[src/rtl/edge_frame_stats.sv]
// Output stage of the Sobel edge kernel: colour mode mux with 2-cycle fixed latency,
// plus a per-frame count of above-threshold visible pixels.
//
// state      | meaning
// WAIT_FRAME | after reset; partial first frame discarded, accumulator held at 0
// COUNTING   | accumulating hits; each vsync fall publishes the closed frame's count

module edge_frame_stats #(
  parameter int PIXEL_DEPTH = 8,
  parameter int COUNT_WIDTH = 20
) (
  input  logic                   clk,
  input  logic                   RESET_N,
  input  logic                   vs_ni,
  input  logic                   hs_ni,
  input  logic                   blank_ni,
  input  logic [PIXEL_DEPTH-1:0] inputEdge,
  input  logic [PIXEL_DEPTH-1:0] inputLUM,
  input  logic [PIXEL_DEPTH-1:0] threshold,
  input  logic [1:0]             mode,
  output logic                   vs_no,
  output logic                   hs_no,
  output logic                   blank_no,
  output logic [PIXEL_DEPTH-1:0] oR,
  output logic [PIXEL_DEPTH-1:0] oG,
  output logic [PIXEL_DEPTH-1:0] oB,
  output logic [COUNT_WIDTH-1:0] edge_count,
  output logic                   count_valid
);

  typedef enum logic {WAIT_FRAME, COUNTING} state_t;

  localparam logic [PIXEL_DEPTH-1:0] PIX_MAX = {PIXEL_DEPTH{1'b1}};
  localparam logic [PIXEL_DEPTH-1:0] PIX_MIN = '0;
  localparam logic [COUNT_WIDTH-1:0] CNT_MAX = {COUNT_WIDTH{1'b1}};

  logic                   vs1_q, hs1_q, blank1_q, hit1_q;
  logic [PIXEL_DEPTH-1:0] edge1_q, lum1_q;
  logic [1:0]             mode1_q;

  logic                   vs2_q, hs2_q, blank2_q;
  logic [PIXEL_DEPTH-1:0] r2_q, g2_q, b2_q;
  logic [PIXEL_DEPTH-1:0] r2_d, g2_d, b2_d;

  state_t                 state_q;
  logic [COUNT_WIDTH-1:0] acc_q, edge_count_q, acc_sum_d;
  logic                   count_valid_q;
  logic                   vs_fall;

  // Stage 1: register inputs; threshold and mode take effect from the sampled pixel.
  always_ff @(posedge clk) begin
    if (!RESET_N) begin
      vs1_q    <= 1'b1;
      hs1_q    <= 1'b1;
      blank1_q <= 1'b0;
      hit1_q   <= 1'b0;
      edge1_q  <= '0;
      lum1_q   <= '0;
      mode1_q  <= '0;
    end else begin
      vs1_q    <= vs_ni;
      hs1_q    <= hs_ni;
      blank1_q <= blank_ni;
      hit1_q   <= blank_ni & (inputEdge >= threshold);
      edge1_q  <= inputEdge;
      lum1_q   <= inputLUM;
      mode1_q  <= mode;
    end
  end

  always_comb begin
    r2_d = PIX_MIN;
    g2_d = PIX_MIN;
    b2_d = PIX_MIN;
    if (blank1_q) begin
      unique case (mode1_q)
        2'd0: begin r2_d = edge1_q; g2_d = edge1_q; b2_d = edge1_q; end
        2'd1: begin
          r2_d = hit1_q ? PIX_MAX : PIX_MIN;
          g2_d = r2_d;
          b2_d = r2_d;
        end
        2'd2: begin
          r2_d = hit1_q ? PIX_MAX : lum1_q;
          g2_d = hit1_q ? PIX_MIN : lum1_q;
          b2_d = hit1_q ? PIX_MIN : lum1_q;
        end
        default: begin r2_d = lum1_q; g2_d = lum1_q; b2_d = lum1_q; end
      endcase
    end
  end

  always_ff @(posedge clk) begin
    if (!RESET_N) begin
      vs2_q    <= 1'b1;
      hs2_q    <= 1'b1;
      blank2_q <= 1'b0;
      r2_q     <= '0;
      g2_q     <= '0;
      b2_q     <= '0;
    end else begin
      vs2_q    <= vs1_q;
      hs2_q    <= hs1_q;
      blank2_q <= blank1_q;
      r2_q     <= r2_d;
      g2_q     <= g2_d;
      b2_q     <= b2_d;
    end
  end

  // The hit sitting in stage 1 on the vsync-fall cycle still belongs to the closing frame.
  assign vs_fall   = vs1_q & ~vs_ni;
  assign acc_sum_d = (acc_q == CNT_MAX) ? CNT_MAX
                                        : acc_q + {{(COUNT_WIDTH-1){1'b0}}, hit1_q};

  always_ff @(posedge clk) begin
    if (!RESET_N) begin
      state_q       <= WAIT_FRAME;
      acc_q         <= '0;
      edge_count_q  <= '0;
      count_valid_q <= 1'b0;
    end else begin
      count_valid_q <= 1'b0;
      unique case (state_q)
        WAIT_FRAME: begin
          acc_q <= '0;
          if (vs_fall) state_q <= COUNTING;
        end
        default: begin
          if (vs_fall) begin
            edge_count_q  <= acc_sum_d;
            count_valid_q <= 1'b1;
            acc_q         <= '0;
          end else begin
            acc_q <= acc_sum_d;
          end
        end
      endcase
    end
  end

  assign vs_no       = vs2_q;
  assign hs_no       = hs2_q;
  assign blank_no    = blank2_q;
  assign oR          = r2_q;
  assign oG          = g2_q;
  assign oB          = b2_q;
  assign edge_count  = edge_count_q;
  assign count_valid = count_valid_q;

endmodule

[config.mk]
export PLATFORM = sky130hd
export DESIGN_NAME = edge_frame_stats
export DESIGN_NICKNAME = d
export VERILOG_FILES = /design/src/rtl/edge_frame_stats.sv
export SDC_FILE = /design/constraint.sdc
export NUM_CORES = 1
export LEC_CHECK = 0
export ABC_AREA = 1
export BUFFER_PORTS_ARGS = -buffer_cell sky130_fd_sc_hd__buf_2
export CAP_MARGIN = 20
export CORE_UTILIZATION = 54
export CTS_CLUSTER_SIZE = 40
export DETAILED_ROUTE_END_ITERATION = 6
export PLACE_DENSITY = 0.78
export SETUP_SLACK_MARGIN = 0.3
export SLEW_MARGIN = 20
export SYNTH_ARGS = -nofsm -noshare
export SYNTH_HDL_FRONTEND = slang
export SYNTH_SLANG_ARGS = --single-unit
[constraint.sdc]
create_clock -name clk -period 2 [get_ports clk]
set_input_delay 0.2 -clock clk [delete_from_list [all_inputs] [get_ports clk]]
set_output_delay 0.2 -clock clk [all_outputs]
set_load 0.005 [all_outputs]
==> reports/metrics.cfg <==
[routing]
drtIter0Drc=124
drt-vias-per-instance=4.82
drtAntennaViolNets=0
vias=3052
wl_met2_um=3330
top_layer=met4
dr_wl_met3_um=347
drtPass1Iterations=7
wl_per_cell_um=11.9
met1Wirelength_um=3730
drt-total-wl_um=7510
drc=6

[yosys]
syn_inst=478
yosysUniqueCellTypes=33
async_reset_ff_frac=0
synth_edf_count=0
synth_most_common_cell=nand2_1
synth_top_family_by_area=simple AND/OR/NAND/NOR gates
synth_mux_area_frac=0
synth_nets=519
synth-compound-area-share=0.118
avgSynthCellArea_um2=7.72
synth_xor_area_frac=0.0190
synth_top_area_frac=0.450
synth_seq_cells=83
synth-seq-area-share=0.450
synth-main-ff-cell=dfxtp_1
synth_fa_ha_area_frac=0.0339
synth_area_um2=3690
synth_top_cells_by_count=nand2_1 (93), dfxtp_1 (83), inv_1 (80)
yosys.area.top_type=dfxtp_1
yosys_warnings=0
synthTopCellsByArea=dfxtp_1 (45%), nand2_1 (9.5%), inv_1 (8.1%)
synthSimpleGateAreaFrac=0.245

[critical_path]
cp_data_arrival_time_ps=1870
reg2reg_from=acc_q[1]
required_ps=2260
worst-path-max-fanout=5
cp-startpoint=acc_q[1]
critPathLaunchType=flip-flop
rr_worst_depth=9
critPathKind=reg2reg
cp-end-kind=flip-flop

[grt]
grt_pass1_vias=2807
track_usage=0.223
grt_pass1_wl_um=12700
grt-ovfl-total=0
grt_max_degree=33
antenna_found_initial=0

[final_layout]
syn2layout_area_growth_pct=17.9
utilization=0.674
diodes=0
fin_nets=592
drive_gt1_frac=0.273
final_area_um2=4350
stdcell_count=633

[pwr]
sw_frac_of_total=0.253
p_leak_uw=0.00233
p_seq_frac=0.536
clkPwrFrac=0.383
p_sw_uw=819
pwr-share-comb=0.081
p_int_uw=2420
peakVddDrop_mv=0.609
power_density_nw_per_um2=744

[timing]
fmax_mhz=619
finClkSkew_ps=5.76
hold_viol_final=0
relSlewSlack=0.615
drv_slew=0
rsz0062_at_grt=yes
worst_pin_slew_ps=573
tns_ps=0
period_share=0.808
finalSetupViolCount=0
min_period_ps=1620

[run_status]
violations=design-rule violations
status=complete, but fails checks

[placed_design]
dp_cells=614
place_area_um2=4070
place_congestion=0.923
numPortBuffers=78
hpwl_um=5550

[cts]
htree_levels=3
clock_latency_ps=360
clk_pin_slew_ps=90
cts_sinks=83
clockRootBuffer=clkbuf_8
cts_tree=built
numCtsBuffers=9
cts_buffer_depth=2

[floorplan]
initial_utilization=0.572
die_h_um=84.7
core_area_um2=6460
die_w_um=84.7
fp-row-count=29
io_pins=79
die_area_um2=7170

[run]
cap_violations=0

[worst_hold_path]
min-delay-start=mode[1]
hold_path_depth=3
hp-class=in2reg

-- final cells by class --
class | instances | area (um^2)
timing repair buffer | 83 | 440
sequential | 83 | 1670
multi-input combinational | 277 | 1580
clock buffer | 9 | 124
tap | 77 | 96.3
clock inverter | 7 | 82.6
fill | 566 | 2110
inverter | 97 | 364
-- cell usage in the layout (no fill, tap or decap), types with 5 or more instances in the layout --
cell type,netlist,routed
nand2_1,93,92
dfxtp_1,83,81
inv_1,80,80
buf_2,6,78
nor2_1,41,40
a21oi_1,29,29
nand3_1,21,21
inv_2,14,15
o21ai_0,10,10
nand3_2,10,10
clkbuf_8,0,9
o221ai_1,8,8
ha_1,10,8
nor2_4,5,5
nand2_2,5,5
xor2_1,5,5
o21a_1,5,5
o211ai_2,5,5
-- critical path, cell delays in order, from the launching register on --
cell      delay (ps)
dfxtp_1          490
ha_4             200
inv_2             40
nor2_4           160
buf_12           130
nand4_1           90
nand2_1          110
nand3_1          100
o21bai_1         150
inv_1             50
-- sequential cells by signal, indices dropped and copies added, names as in the netlist --
register / cells
hit1_q: 1
lum1_q: 8
count_valid: 1
oB: 8
mode1_q: 2
state_q: 1
edge_count: 20
blank1_q: 1
blank_no: 1
oR: 8
edge1_q: 8
hs1_q: 1
acc_q: 20
hs_no: 1
vs_no: 1
vs1_q: 1
-- final timing paths --
kind         slack [ps]              to
max                 380  edge_count[12]
min                  20      mode1_q[1]
max reg2reg         380  edge_count[12]
min reg2reg         430           hs_no
-- metal layers --
metal,vias up,GRT usage
li1,1630,-
met1,1332,0.302
met2,81,0.344
met3,9,0.0629
met4,0,0.0755
met5,-,0
-- what timing repair did --
action	4_1_cts	5_1_grt
setup buffers	0	3
gates resized for setup	3	9
endpoints found under the setup margin	6	18
hold buffers	0	0
pin swaps	1	4
-- metrics by stage --
step | hold WS (ps) | power (uW) | setup WS [ps]
final | 20.6 | 3240 | 384
after floorplan | 282 | 1940 | 470
after CTS | 8.95 | 3270 | 313
after global placement | 383 | 2030 | 349
after global routing | 11.2 | 3390 | 298
after detailed placement | 385 | 2030 | 264
-- power by group through the flow --
stage                     Clock [uW]  Combinational [uW]  Sequential [uW]
after floorplan                    0                 165             1770
after global placement             0                 255             1770
after detailed placement           0                 260             1770
after CTS                       1270                 262             1740
after global routing            1340                 302             1740
final                           1240                 262             1730
-- cell families after synthesis --
kind of cell | after synthesis
simple gates | 191
compound gates | 68
flops | 83
fa+ha+maj | 10
buf+inv | 118
xor+xnor | 8
Power figures use the tool's default switching activity.
